**config.mk**
```make
export PLATFORM = sky130hd
export DESIGN_NAME = floor_request_latch
export DESIGN_NICKNAME = d
export VERILOG_FILES = /design/src/rtl/floor_request_latch_pkg.sv /design/src/rtl/floor_request_latch_button_debounce.sv /design/src/rtl/floor_request_latch.sv
export SDC_FILE = /design/constraint.sdc
export NUM_CORES = 1
export LEC_CHECK = 0
export ABC_AREA = 1
export BUFFER_PORTS_ARGS = -buffer_cell sky130_fd_sc_hd__buf_2
export CELL_PAD_IN_SITES_DETAIL_PLACEMENT = 0
export CELL_PAD_IN_SITES_GLOBAL_PLACEMENT = 1
export CORE_MARGIN = 10
export CORE_UTILIZATION = 43
export CTS_BUF_LIST = sky130_fd_sc_hd__clkbuf_2 sky130_fd_sc_hd__clkbuf_4 sky130_fd_sc_hd__clkbuf_8
export DETAILED_ROUTE_END_ITERATION = 12
export PLACE_DENSITY_LB_ADDON = 0.3
export SYNTH_ARGS = -nofsm -noshare
export SYNTH_HDL_FRONTEND = slang
export SYNTH_HIERARCHICAL = 1
export SYNTH_SLANG_ARGS = --single-unit
```
**constraint.sdc**
```tcl
create_clock -name clk -period 2 [get_ports clk]
set_input_delay 0.4 -clock clk [delete_from_list [all_inputs] [get_ports clk]]
set_output_delay 0.4 -clock clk [all_outputs]
set_load 0.02 [all_outputs]
```
**src/rtl/floor_request_latch_pkg.sv**
```systemverilog
// Shared constants, state encoding and helpers for the floor request latch.
package floor_request_latch_pkg;

  localparam int NUM_FLOORS          = 4;
  localparam int FLOOR_W             = 2;
  localparam int DEF_DEBOUNCE_CYCLES = 4;
  localparam int DEF_DWELL_CYCLES    = 8;

  typedef enum logic {
    IDLE = 1'b0,
    DOOR = 1'b1
  } state_t;

  function automatic logic [NUM_FLOORS-1:0] floor_onehot(input logic [FLOOR_W-1:0] f);
    logic [NUM_FLOORS-1:0] oh;
    oh    = '0;
    oh[f] = 1'b1;
    return oh;
  endfunction

endpackage

```
**src/rtl/floor_request_latch_button_debounce.sv**
```systemverilog
// One button: 2-flop synchronizer, saturating debounce counter, single press pulse.
// Pulse appears DEBOUNCE_CYCLES+1 cycles after the raw input rises; no backpressure.
module button_debounce
  import floor_request_latch_pkg::*;
#(
  parameter int DEBOUNCE_CYCLES = DEF_DEBOUNCE_CYCLES
) (
  input  logic clk,
  input  logic reset,
  input  logic btn_i,
  output logic press_o
);

  localparam int CNT_W = $clog2(DEBOUNCE_CYCLES + 1);
  localparam logic [CNT_W-1:0] CNT_MAX  = CNT_W'(DEBOUNCE_CYCLES);
  localparam logic [CNT_W-1:0] CNT_LAST = CNT_W'(DEBOUNCE_CYCLES - 1);

  logic             sync1_q, sync2_q;
  logic [CNT_W-1:0] cnt_q, cnt_d;

  // Counter parks at CNT_MAX so a held button fires exactly once.
  always_comb begin
    cnt_d = cnt_q;
    if (!sync2_q) begin
      cnt_d = '0;
    end else if (cnt_q != CNT_MAX) begin
      cnt_d = cnt_q + 1'b1;
    end
  end

  assign press_o = sync2_q && (cnt_q == CNT_LAST);

  always_ff @(posedge clk or posedge reset) begin
    if (reset) begin
      sync1_q <= 1'b0;
      sync2_q <= 1'b0;
      cnt_q   <= '0;
    end else begin
      sync1_q <= btn_i;
      sync2_q <= sync1_q;
      cnt_q   <= cnt_d;
    end
  end

endmodule

```
**src/rtl/floor_request_latch.sv**
```systemverilog
// Debounces floor buttons into pending requests and runs the door dwell at the served floor.
// floor_req is masked while the door is open; EMERGENCY_CLEAR_EN drops all requests on emergency.
module floor_request_latch
  import floor_request_latch_pkg::*;
#(
  parameter int DEBOUNCE_CYCLES = DEF_DEBOUNCE_CYCLES,
  parameter int DWELL_CYCLES    = DEF_DWELL_CYCLES
) (
  input  logic                  clk,
  input  logic                  reset,
  input  logic [NUM_FLOORS-1:0] btn,
  input  logic [FLOOR_W-1:0]    current_floor,
  input  logic                  motor_stop,
  input  logic                  emergency_stop,
  output logic [NUM_FLOORS-1:0] floor_req,
  output logic [NUM_FLOORS-1:0] pending,
  output logic                  door_open
);

  localparam int DWELL_W = $clog2(DWELL_CYCLES);
  localparam logic [DWELL_W-1:0] DWELL_LAST = DWELL_W'(DWELL_CYCLES - 1);

  logic [NUM_FLOORS-1:0] press;

  for (genvar g = 0; g < NUM_FLOORS; g++) begin : g_btn
    button_debounce #(
      .DEBOUNCE_CYCLES(DEBOUNCE_CYCLES)
    ) u_debounce (
      .clk    (clk),
      .reset  (reset),
      .btn_i  (btn[g]),
      .press_o(press[g])
    );
  end

  state_t                state_q, state_d;
  logic [DWELL_W-1:0]    dwell_q, dwell_d;
  logic [FLOOR_W-1:0]    floor_q, floor_d;
  logic [NUM_FLOORS-1:0] pending_q, pending_d;
  logic [NUM_FLOORS-1:0] set_mask, clr_mask;
  logic                  abort_hold;

`ifdef EMERGENCY_CLEAR_EN
  logic estop_q, rise_q, abort_q, abort_d;

  assign abort_hold = abort_q;
`else
  assign abort_hold = 1'b0;
`endif

  always_comb begin
    state_d  = state_q;
    dwell_d  = dwell_q;
    floor_d  = floor_q;
    set_mask = press;
    clr_mask = '0;

    case (state_q)
      IDLE: begin
        if (motor_stop && !emergency_stop && pending_q[current_floor]) begin
          state_d = DOOR;
          dwell_d = '0;
          floor_d = current_floor;
        end
      end
      DOOR: begin
        // A press for the served floor reopens the door instead of re-latching.
        set_mask = press & ~floor_onehot(floor_q);
        if (abort_hold) begin
          if (!emergency_stop) begin
            state_d = IDLE;
          end
        end else if (press[floor_q]) begin
          dwell_d = '0;
        end else if (emergency_stop) begin
          dwell_d = dwell_q;
        end else if (dwell_q == DWELL_LAST) begin
          clr_mask = floor_onehot(floor_q);
          state_d  = IDLE;
        end else begin
          dwell_d = dwell_q + 1'b1;
        end
      end
      default: state_d = IDLE;
    endcase

    pending_d = (pending_q | set_mask) & ~clr_mask;

`ifdef EMERGENCY_CLEAR_EN
    if (rise_q) begin
      pending_d = '0;
    end
    abort_d = (state_d == DOOR) && (abort_q || rise_q);
`endif
  end

  assign floor_req = (state_q == IDLE) ? pending_q : '0;
  assign pending   = pending_q;
  assign door_open = (state_q == DOOR);

  always_ff @(posedge clk or posedge reset) begin
    if (reset) begin
      state_q   <= IDLE;
      dwell_q   <= '0;
      floor_q   <= '0;
      pending_q <= '0;
    end else begin
      state_q   <= state_d;
      dwell_q   <= dwell_d;
      floor_q   <= floor_d;
      pending_q <= pending_d;
    end
  end

`ifdef EMERGENCY_CLEAR_EN
  always_ff @(posedge clk or posedge reset) begin
    if (reset) begin
      estop_q <= 1'b0;
      rise_q  <= 1'b0;
      abort_q <= 1'b0;
    end else begin
      estop_q <= emergency_stop;
      rise_q  <= emergency_stop && !estop_q;
      abort_q <= abort_d;
    end
  end
`endif

endmodule
```
==> impl_metrics.sql, run 1 <==
INSERT INTO impl_metrics (metric_group, metric, value, unit) VALUES
('min_path', 'worstHoldPathType', 'in2async', ''),
('critical_path', 'setup.worst_path.class', 'reg2reg', ''),
('critical_path', 'crit-reg2reg-capture', 'dwell_q[2]$_DFFE_PP0P_', ''),
('clock_tree', 'clk_pin_slew_worst_paths', '0.06', 'ns'),
('die', 'placementRows', '22', ''),
('timing', 'timing_hold_violations_final', '0', ''),
('place', 'gp_congestion', '0.861', ''),
('synthesis', 'synthAdderAreaFrac', '11.0', '%'),
('drt', 'postRouteAntennaNets', '0', ''),
('synthesis', 'synth-simple-area-share', '27.1', '%'),
('status', 'run_status', 'finished, final reports clean', ''),
('critical_path', 'critical_path.most_common_cell', 'nand2_1', ''),
('timing', 'max_slew_margin', '72.8', '%'),
('critical_path', 'critPathCaptureType', 'flip-flop', ''),
('critical_path', 'cp-startpoint', 'g_btn[3].u_debounce/cnt_q[0]$_DFFE_PP0P_', ''),
('clock_tree', 'cts.repair.resized', '0', ''),
('timing', 'rsz0062_at_grt', 'false', ''),
('timing', 'timing.clock.skew', '0.00236', 'ns'),
('timing', 'finalHoldWorstSlack', '0.0504', 'ns'),
('final_layout', 'layout-area-overhead-vs-synth', '14.3', '%'),
('synthesis', 'synth-compound-area-share', '5.75', '%'),
('drt', 'drcViolationCount', '0', ''),
('die', 'pin_count', '19', ''),
('synthesis', 'synth_area', '0.00159', 'mm2'),
('clock_tree', 'clkSinkCount', '30', ''),
('clock_tree', 'post_cts_hold_buffer_count', '0', ''),
('flow_run', 'maxCapViolations', '0', ''),
('critical_path', 'worst_setup_path_start_kind', 'flip-flop', ''),
('drt', 'routedWlPerCell', '12.1', 'um'),
('global_route', 'grt_pass1_wl', '5450', 'um'),
('timing', 'maxSlewViolCount', '0', ''),
('synthesis', 'synth_sequential_area_ratio', '47.2', '%'),
('synthesis', 'synth-xor-area-share', '0', '%'),
('drt', 'dr.first_iter.drc_count', '73', ''),
('power', 'ir_drop', '595', 'uV'),
('final_layout', 'filler_cell_count', '358', ''),
('final_layout', 'final_core_util', '50.3', '%'),
('clock_tree', 'htree_levels', '2', ''),
('synthesis', 'synth_nets', '207', ''),
('synthesis', 'synth_warnings', '6', ''),
('drt', 'route.final.wire_length', '3100', 'um'),
('critical_path', 'r2r_setup_slack', '0.38', 'ns'),
('final_layout', 'antenna-diode-count', '0', ''),
('drt', 'vias', '1255', ''),
('clock_tree', 'tritoncts', 'done', ''),
('timing', 'period_share', '80.8', '%'),
('die', 'chipHeight', '80.8', 'um'),
('synthesis', 'synth_register_bits', '30', ''),
('timing', 'worst_pin_slew', '0.408', 'ns'),
('final_layout', 'nNetsFinal', '230', ''),
('timing', 'max_freq', '619', 'MHz'),
('place', 'hpwl', '2480', 'um'),
('die', 'floorplan.initialDensity', '44.1', '%'),
('critical_path', 'critical_path_required', '2.18', 'ns'),
('global_route', 'pin_count_of_the_biggest_net_entering_global_routing', '13', ''),
('synthesis', 'syn_area_per_cell', '8.68', 'um2'),
('drt', 'drtPass1Iterations', '4', ''),
('synthesis', 'main_combinational_cell_family_by_area_after_synthesis', 'simple AND/OR/NAND/NOR gates', ''),
('power', 'ratio_of_total_power_to_cell_area', '1210', 'mW/mm2'),
('clock_tree', 'numCtsBuffers', '5', ''),
('clock_tree', 'ctsRootBufferMaster', 'clkbuf_8', ''),
('critical_path', 'slowest_stage', 'dfrtp_1', ''),
('critical_path', 'timing.critical_path.max_delay_family', 'simple AND/OR/NAND/NOR gates', ''),
('critical_path', 'reg2regPathDepth', '12', ''),
('critical_path', 'critical_path.max_stage_delay', '0.40', 'ns'),
('critical_path', 'worstPathBufferInverterCount', '1', ''),
('global_route', 'first_global_vias', '1297', ''),
('global_route', 'antenna_found_initial', '0', ''),
('die', 'die_w', '80.8', 'um'),
('clock_tree', 'clock_insertion_delay_worst_skew', '0.28', 'ns'),
('synthesis', 'syn_inst', '183', '');
-- cell type report --
class                   instances  share of cell area, %
flip-flops and latches         30                   41.4
multi-input cells             119                   38.4
inverters                      32                   6.75
repair buffers                 18                   4.96
clock buffers                   6                   4.55
well taps                      48                   3.31
clock inverters                 2                  0.689
-- power breakdown --
| part | switching, mW | internal [mW] | leakage (nW) | total (mW) |
|---|---|---|---|---|
| registers | 0.187 | 0.777 | 0.359 | 0.963 |
| clock network | 0.220 | 0.276 | 0.0472 | 0.495 |
| logic | 0.432 | 0.299 | 0.592 | 0.730 |
-- per-stage QoR --
stage	instances	worst slack [ns]	cell area (um2)	power, mW
2_1_floorplan	183	0.540	1590	1.52
3_3_place_gp	247	0.420	1720	1.65
3_5_place_dp	247	0.383	1720	1.71
4_1_cts	255	0.365	1820	2.22
5_1_grt	255	0.229	1820	2.41
6_report	255	0.385	1820	2.19
-- how the worst max path moves through the flow --
stage | endpoint | cells after the start
2_1_floorplan | dwell_q[0]$_DFFE_PP0P_ | 12
3_3_place_gp | dwell_q[2]$_DFFE_PP0P_ | 12
3_5_place_dp | dwell_q[1]$_DFFE_PP0P_ | 12
4_1_cts | dwell_q[1]$_DFFE_PP0P_ | 12
5_1_grt | dwell_q[1]$_DFFE_PP0P_ | 12
6_report | dwell_q[2]$_DFFE_PP0P_ | 12
-- routing by layer --
metal  global-route usage (%)  part of all wire [%]
met5                        0                     0
met4                     5.36                   2.0
met3                     4.42                   6.0
met2                     16.7                    46
met1                     12.3                    46
-- cell usage in the layout, fill, tap and decap left out --
cell type	count
o21ai_0	2
o32ai_1	3
nor2_4	1
nor3_1	1
nand4_1	8
clkbuf_8	6
inv_1	29
nor2_2	1
inv_4	1
nand2_2	7
buf_2	18
dfrtp_1	30
nor2_1	8
a21boi_1	4
nand3_2	3
inv_2	2
clkinv_2	1
ha_1	14
nand2_1	45
o21ai_1	5
nand3_1	17
clkinvlp_4	1
-- registers in the layout, indices dropped and copies added, names as in the netlist --
signal / count
g_btn.u_debounce/sync2_q: 4
g_btn.u_debounce/cnt_q: 12
door_open: 1
dwell_q: 3
g_btn.u_debounce/sync1_q: 4
floor_q: 2
pending: 4
-- worst register-to-register path, stage by stage (launching register included) --
cell,delay (ns)
dfrtp_1,0.40
ha_1,0.21
ha_1,0.17
nand2_1,0.06
inv_1,0.06
nand2_1,0.06
nand2_1,0.05
nand2_1,0.08
nand3_2,0.09
nand2_1,0.09
nand2_1,0.10
nand3_1,0.08
nand2_1,0.06
-- cells in the mapped netlist (all sizes together) --
library cell  instances  area share (%)
buf                   2             1.2
nand3                20             7.2
dfrtp                30              47
o32ai                 3             1.7
nand2                52              13
nand4                 8             3.1
nor3                  1            0.31
o21ai                 7             2.2
inv                  32             7.7
ha                   14              11
a21boi                4             1.9
nor2                 10             3.0
-- cell families after synthesis --
family                   Yosys count
AND/OR/NAND/NOR                   91
buffers and inverters             34
flip-flops                        30
AO/OA/AOI/OAI                     14
adder cells (fa/ha/maj)           14
Note: power is estimated with default switching activity, not from simulation.
==> run 2, diff against run 1 <==
--- a/config.mk
+++ b/config.mk
@@ -10,7 +10,7 @@
 export CELL_PAD_IN_SITES_DETAIL_PLACEMENT = 0
 export CELL_PAD_IN_SITES_GLOBAL_PLACEMENT = 1
 export CORE_MARGIN = 10
-export CORE_UTILIZATION = 43
+export CORE_UTILIZATION = 41
 export CTS_BUF_LIST = sky130_fd_sc_hd__clkbuf_2 sky130_fd_sc_hd__clkbuf_4 sky130_fd_sc_hd__clkbuf_8
 export DETAILED_ROUTE_END_ITERATION = 12
 export PLACE_DENSITY_LB_ADDON = 0.3
==> constraint.sdc (replaced) <==
create_clock -name clk -period 1.3 [get_ports clk]
set_input_delay 0.26 -clock clk [delete_from_list [all_inputs] [get_ports clk]]
set_output_delay 0.26 -clock clk [all_outputs]
set_load 0.02 [all_outputs]
==> run 2 against run 1 <==
Critical path depth unchanged. The run now ends with negative setup slack left. Non-clock buffer count increased by 35. Final area increased by 27%. Cell count rose by 14%. Sequential power up 45%. Global-route usage increased by 0.78 points. Clock power grew 90%.
==> impl_metrics.sql, run 2 (same netlist as run 1, synthesis figures left out) <==
INSERT INTO impl_metrics (metric_group, metric, value, unit) VALUES
('clock_tree', 'numCtsBuffers', '5', ''),
('global_route', 'pin_count_of_the_biggest_net_entering_global_routing', '12', ''),
('critical_path', 'critPathCaptureType', 'flip-flop', ''),
('drt', 'vias', '1427', ''),
('final_layout', 'registers.top_by_ff_count', 'g_btn.u_debounce/cnt_q', ''),
('min_path', 'hold_path_end', 'g_btn[1].u_debounce/sync1_q$_DFF_PP0_', ''),
('flow_run', 'maxCapViolations', '0', ''),
('die', 'floorplan.initialDensity', '42.8', '%'),
('die', 'die_area', '0.00677', 'mm2'),
('min_path', 'hold_path_depth', '1', ''),
('power', 'total_power', '4.34', 'mW'),
('place', 'hpwl', '2720', 'um'),
('critical_path', 'setup.worst_path.class', 'reg2reg', ''),
('critical_path', 'crit-reg2reg-capture', 'dwell_q[0]$_DFFE_PP0P_', ''),
('critical_path', 'cp_cell_sequence', 'ha_2, ha_4, nand2_2, inv_2, nand2_1, nand2_1, nand2_2, nand3_4, nand2_4, nand2_4, nand3_2, nand2_1', ''),
('final_layout', 'final_layout_size_suffix_gt1_share', '47.5', '%'),
('final_layout', 'post_layout_cell_count', '290', ''),
('final_layout', 'largest_reg_flops', '12', ''),
('critical_path', 'cp-startpoint', 'g_btn[3].u_debounce/cnt_q[0]$_DFFE_PP0P_', ''),
('status', 'violations_in_the_final_reports', 'negative setup slack', ''),
('timing', 'timing.clock.skew', '0.00500', 'ns'),
('critical_path', 'slowest_stage', 'dfrtp_1', ''),
('min_path', 'worstHoldPathType', 'in2reg', ''),
('min_path', 'worst_hold_startpoint', 'btn[1]', ''),
('critical_path', 'critical_path.most_common_cell', 'nand2_1', ''),
('timing', 'maxSlewViolCount', '0', ''),
('final_layout', 'layout-area-overhead-vs-synth', '45.5', '%'),
('status', 'run_status', 'finished, violations left', ''),
('timing', 'rsz0062_at_grt', 'true', ''),
('clock_tree', 'ctsRootBufferMaster', 'clkbuf_8', ''),
('critical_path', 'timing.rr.start', 'g_btn[3].u_debounce/cnt_q[0]$_DFFE_PP0P_', ''),
('critical_path', 'worst_setup_path_start_kind', 'flip-flop', ''),
('final_layout', 'nNetsFinal', '265', ''),
('critical_path', 'critical_path.max_stage_delay', '0.38', 'ns'),
('place', 'placement.setup.worst_slack', '-0.284', 'ns'),
('final_layout', 'antenna-diode-count', '0', ''),
('timing', 'period_minus_slack', '1.55', 'ns'),
('critical_path', 'critical_path_arrival', '1.73', 'ns'),
('drt', 'route.final.wire_length', '3730', 'um'),
('drt', 'dr.first_iter.drc_count', '47', ''),
('global_route', 'grt-ovfl-total', '0', ''),
('die', 'core-area', '0.00372', 'mm2'),
('die', 'chipHeight', '82.3', 'um'),
('final_layout', 'layout.area.seq', '752', 'um2'),
('final_layout', 'multi_input_comb_area', '872', 'um2'),
('clock_tree', 'tritoncts', 'done', ''),
('timing', 'timing.final.setup_violations', '12', ''),
('drt', 'postRouteAntennaNets', '0', ''),
('timing', 'max_slew_margin', '71.8', '%'),
('drt', 'routedWlPerCell', '12.9', 'um'),
('drt', 'drtPass1Iterations', '6', ''),
('place', 'gp_congestion', '0.749', ''),
('timing', 'worst_pin_slew', '0.422', 'ns'),
('timing', 'max_freq', '645', 'MHz'),
('global_route', 'groute.usage.overall', '11.4', '%'),
('clock_tree', 'htree_levels', '2', ''),
('drt', 'drcViolationCount', '0', ''),
('die', 'die_w', '82.3', 'um'),
('global_route', 'first_global_vias', '1368', ''),
('final_layout', 'final_common_cell', 'nand2_1', ''),
('clock_tree', 'clkSinkCount', '30', ''),
('place', 'numPortBuffers', '18', ''),
('final_layout', 'filler_cell_count', '310', ''),
('die', 'placementRows', '22', ''),
('clock_tree', 'number_of_buffers_on_the_longest_clock_path', '2', ''),
('critical_path', 'critical_path_required', '1.48', 'ns'),
('place', 'dp_cells', '270', ''),
('power', 'ir_drop', '1060', 'uV'),
('final_layout', 'layout.cells.most_common_list', 'nand2_1, buf_4, dfrtp_1, inv_1, nand2_2', ''),
('timing', 'layout_setup_ws', '-0.251', 'ns'),
('power', 'ratio_of_total_power_to_cell_area', '1880', 'mW/mm2'),
('global_route', 'antenna_found_initial', '0', ''),
('clock_tree', 'clock_insertion_delay_worst_skew', '0.29', 'ns'),
('drt', 'detail_route.vias_per_cell', '4.92', ''),
('global_route', 'grt_pass1_wl', '6000', 'um'),
('critical_path', 'reg2regPathDepth', '12', ''),
('die', 'pin_count', '19', ''),
('critical_path', 'r2r_setup_slack', '-0.25', 'ns'),
('timing', 'timing_hold_violations_final', '0', ''),
('critical_path', 'cp_max_fo', '3', ''),
('power', 'total_leakage_power', '1.17', 'nW'),
('timing', 'period_share', '119', '%'),
('clock_tree', 'clk_pin_slew_worst_paths', '0.07', 'ns');
## run 2: report_power, final
part	total (mW)	internal, mW	switching [mW]	leakage [nW]
clock	0.939	0.569	0.370	0.0504
combinational	2.00	0.983	1.02	0.760
sequential	1.40	1.19	0.208	0.359
## run 2: critical path, delay by kind of cell (launching register included)
kind	cells	cell delay, ns
flip-flops	1	0.38
AND/OR/NAND/NOR	9	0.67
adder cells (fa/ha/maj)	2	0.35
buffers and inverters	1	0.04
## run 2: routing by layer
metal	vias to the layer above	part of all wire, %	GRT usage (%)
li1	705	-	-
met1	686	42	12.5
met2	29	51	19.0
met3	7	5.2	4.10
met4	0	2.1	6.12
met5	-	0	0
## run 2: cell type report
| class | count | share of cell area [%] |
|---|---|---|
| Sequential cell | 30 | 32.5 |
| Inverter | 32 | 5.47 |
| Clock buffer | 5 | 2.98 |
| Tap cell | 48 | 2.60 |
| Timing Repair Buffer | 53 | 16.8 |
| Clock inverter | 3 | 1.95 |
| Multi-Input combinational cell | 119 | 37.7 |
## run 2: what timing repair did
item | 4_1_cts | 5_1_grt
hold buffers | 1 | 0
endpoints found under the hold margin | 20 | 0
setup buffers | 3 | 8
cloned | 0 | 0
pin swaps | 2 | 20
resized for setup | 15 | 40
setup endpoints to repair | 12 | 16
## run 2: worst max-delay path by stage
| stage | slack (ns) | cells after the start | end |
|---|---|---|---|
| CTS | -0.24 | 12 | dwell_q[0]$_DFFE_PP0P_ |
| global route | -0.33 | 12 | dwell_q[1]$_DFFE_PP0P_ |
| detailed placement | -0.28 | 12 | dwell_q[0]$_DFFE_PP0P_ |
| floorplan | -0.13 | 12 | dwell_q[1]$_DFFE_PP0P_ |
| global placement | -0.25 | 12 | dwell_q[2]$_DFFE_PP0P_ |
| finish | -0.25 | 12 | dwell_q[0]$_DFFE_PP0P_ |
## run 2: through the flow
stage          hold slack (ns)  instance area, um2  utilization [%]  TNS (ns)
6_report                0.0771                2310             62.2     -1.97
5_1_grt                 0.0622                2310             62.2     -2.77
4_1_cts                 0.0636                2100             56.6     -2.17
3_5_place_dp             0.210                1910             51.4     -1.77
3_3_place_gp             0.207                1910             51.4     -1.47
2_1_floorplan           0.0385                1610                -    -0.741
==> run 3, diff against run 2 <==
--- a/config.mk
+++ b/config.mk
@@ -10,7 +10,7 @@
 export CELL_PAD_IN_SITES_DETAIL_PLACEMENT = 0
 export CELL_PAD_IN_SITES_GLOBAL_PLACEMENT = 1
 export CORE_MARGIN = 10
-export CORE_UTILIZATION = 41
+export CORE_UTILIZATION = 43
 export CTS_BUF_LIST = sky130_fd_sc_hd__clkbuf_2 sky130_fd_sc_hd__clkbuf_4 sky130_fd_sc_hd__clkbuf_8
 export DETAILED_ROUTE_END_ITERATION = 12
 export PLACE_DENSITY_LB_ADDON = 0.3
==> constraint.sdc (replaced) <==
create_clock -name clk -period 1.6 [get_ports clk]
set_input_delay 0.32 -clock clk [delete_from_list [all_inputs] [get_ports clk]]
set_output_delay 0.32 -clock clk [all_outputs]
set_load 0.02 [all_outputs]
==> run 3 against run 2 <==
The flow now finishes without violations. Utilization is 6.2 points lower. Routed wire length fell by 14%. Via count shrank 9.5%. Worst setup slack better by 0.31 ns. Flip-flop and latch count did not move. Clock power is 22% lower. Non-clock buffer count is 23 lower. Combinational power down 41%. First-iteration DRC count decreased by 2.1%. Critical path depth is 9 lower. Sequential power decreased by 15%. Critical path type is now reg2out. Critical endpoint is now floor_req[0].
==> impl_metrics.sql, run 3 (same netlist as run 1, synthesis figures left out) <==
INSERT INTO impl_metrics (metric_group, metric, value, unit) VALUES
('drt', 'routed-wl-met3', '177', 'um'),
('drt', 'detail_route.vias_per_cell', '4.84', ''),
('die', 'die_area', '0.00653', 'mm2'),
('timing', 'finalHoldWorstSlack', '0.143', 'ns'),
('clock_tree', 'clock_insertion_delay_worst_skew', '0.28', 'ns'),
('final_layout', 'final_design_area_no_fill', '0.00202', 'mm2'),
('timing', 'period_share', '96.1', '%'),
('die', 'die_w', '80.8', 'um'),
('drt', 'postRouteAntennaNets', '0', ''),
('critical_path', 'critical_path_required', '1.28', 'ns'),
('drt', 'drcViolationCount', '0', ''),
('clock_tree', 'clkSinkCount', '30', ''),
('final_layout', 'filler_cell_count', '338', ''),
('place', 'gp_congestion', '0.895', ''),
('critical_path', 'cp_max_fo', '7', ''),
('critical_path', 'worst_setup_path_start_kind', 'flip-flop', ''),
('clock_tree', 'ctsRootBufferMaster', 'clkbuf_8', ''),
('timing', 'timing_hold_violations_final', '0', ''),
('drt', 'drtPass1Iterations', '4', ''),
('final_layout', 'post_layout_cell_count', '267', ''),
('final_layout', 'layout-area-overhead-vs-synth', '27.1', '%'),
('die', 'placementRows', '22', ''),
('drt', 'wl_met1', '1420', 'um'),
('drt', 'highest_layer', 'met4', ''),
('timing', 'layout_setup_ws', '0.0620', 'ns'),
('place', 'numPortBuffers', '18', ''),
('global_route', 'groute.usage.overall', '10.4', '%'),
('global_route', 'antenna_found_initial', '0', ''),
('clock_tree', 'clk_pin_slew_worst_paths', '0.06', 'ns'),
('clock_tree', 'number_of_buffers_on_the_longest_clock_path', '2', ''),
('status', 'run_status', 'finished, final reports clean', ''),
('drt', 'route.final.wire_length', '3220', 'um'),
('final_layout', 'nNetsFinal', '242', ''),
('place', 'hpwl', '2430', 'um'),
('final_layout', 'largest_reg_flops', '12', ''),
('place', 'dp_cells', '248', ''),
('timing', 'worst_pin_slew', '0.422', 'ns'),
('global_route', 'grt-ovfl-total', '0', ''),
('final_layout', 'final_layout_size_suffix_gt1_share', '37.0', '%'),
('final_layout', 'layout.cells.most_common_list', 'nand2_1, dfrtp_1, inv_1, nand2_2, buf_2', ''),
('die', 'chipHeight', '80.8', 'um'),
('place', 'post_dp_cell_area', '0.00173', 'mm2'),
('drt', 'vias', '1292', ''),
('timing', 'max_freq', '650', 'MHz'),
('timing', 'timing.clock.skew', '0.00335', 'ns'),
('place', 'placement.setup.worst_slack', '-0.0116', 'ns'),
('power', 'ratio_of_total_power_to_cell_area', '1540', 'mW/mm2'),
('final_layout', 'final_common_cell', 'nand2_1', ''),
('power', 'ir_drop', '651', 'uV'),
('clock_tree', 'htree_levels', '2', ''),
('drt', 'met2RoutedLength', '1570', 'um'),
('flow_run', 'maxCapViolations', '0', ''),
('die', 'pin_count', '19', ''),
('critical_path', 'critPathCaptureType', 'output pin', ''),
('critical_path', 'setup.worst_path.class', 'reg2out', ''),
('global_route', 'grt_pass1_wl', '5320', 'um'),
('die', 'floorplan.initialDensity', '44.1', '%'),
('timing', 'rsz0062_at_grt', 'true', ''),
('critical_path', 'critical_path_arrival', '1.22', 'ns'),
('drt', 'dr.first_iter.drc_count', '46', ''),
('global_route', 'first_global_vias', '1262', ''),
('timing', 'maxSlewViolCount', '0', ''),
('power', 'total_leakage_power', '1.06', 'nW'),
('timing', 'period_minus_slack', '1.54', 'ns'),
('final_layout', 'antenna-diode-count', '0', ''),
('clock_tree', 'tritoncts', 'done', ''),
('final_layout', 'registers.top_by_ff_count', 'g_btn.u_debounce/cnt_q', ''),
('min_path', 'worstHoldPathType', 'in2reg', ''),
('die', 'core-area', '0.00361', 'mm2'),
('timing', 'timing.final.setup_violations', '0', ''),
('clock_tree', 'numCtsBuffers', '5', ''),
('drt', 'routedWlPerCell', '12.1', 'um'),
('global_route', 'pin_count_of_the_biggest_net_entering_global_routing', '11', ''),
('timing', 'max_slew_margin', '71.9', '%');
run 3: per-stage QoR:
step | TNS, ns | util, % | total power, mW
floorplan | 0 | - | 1.90
global placement | 0 | 47.9 | 2.08
detailed placement | -0.0276 | 47.9 | 2.14
CTS | 0 | 52.3 | 2.96
global route | -0.163 | 56.0 | 3.38
finish | 0 | 56.0 | 3.11
run 3: path summary, 6_finish.rpt:
kind / start / end / slack [ns] / cells after the start
hold reg to reg: g_btn[0].u_debounce/sync1_q$_DFF_PP0_ / g_btn[0].u_debounce/sync2_q$_DFF_PP0_ / 0.35 / 0
setup / recovery: door_open$_DFF_PP0_ / floor_req[0] / 0.06 / 3
min in group asynchronous: reset / g_btn[0].u_debounce/sync2_q$_DFF_PP0_ / 0.53 / 3
max in group asynchronous: reset / dwell_q[2]$_DFFE_PP0P_ / 0.67 / 3
hold / removal: btn[0] / g_btn[0].u_debounce/sync1_q$_DFF_PP0_ / 0.14 / 1
setup reg to reg: g_btn[0].u_debounce/cnt_q[1]$_DFFE_PP0P_ / pending[3]$_DFF_PP0_ / 0.08 / 10
run 3: routing by layer:
layer | vias up | global-route usage [%]
li1 | 662 | -
met1 | 604 | 11.9
met2 | 20 | 16.1
met3 | 6 | 4.42
met4 | 0 | 5.71
met5 | - | 0
run 3: critical path: stages, from the launching register on:
cell     delay, ns
dfrtp_1       0.45
buf_4         0.20
nor2_1        0.11
buf_2         0.17
run 3: area by class of cell:
class                           instances  area [um2]  area share (%)
Clock buffer                            5        68.8            3.41
Timing Repair Buffer                   30         183            9.05
Multi-Input combinational cell        119         795            39.3
Tap cell                               48        60.1            2.97
Clock inverter                          3        40.0            1.98
Sequential cell                        30         751            37.2
Inverter                               32         123            6.07
run 3: power breakdown:
group | internal (mW) | switching [mW]
logic | 0.537 | 0.651
registers | 0.971 | 0.218
clock network | 0.457 | 0.278
run 3: timing repair:
item | CTS | global route
resized for setup | 1 | 32
hold buffers | 1 | 0
endpoints found under the hold margin | 20 | 0
endpoints found under the setup margin | 3 | 8
buffers inserted | 5 | 5
pin swaps | 0 | 13
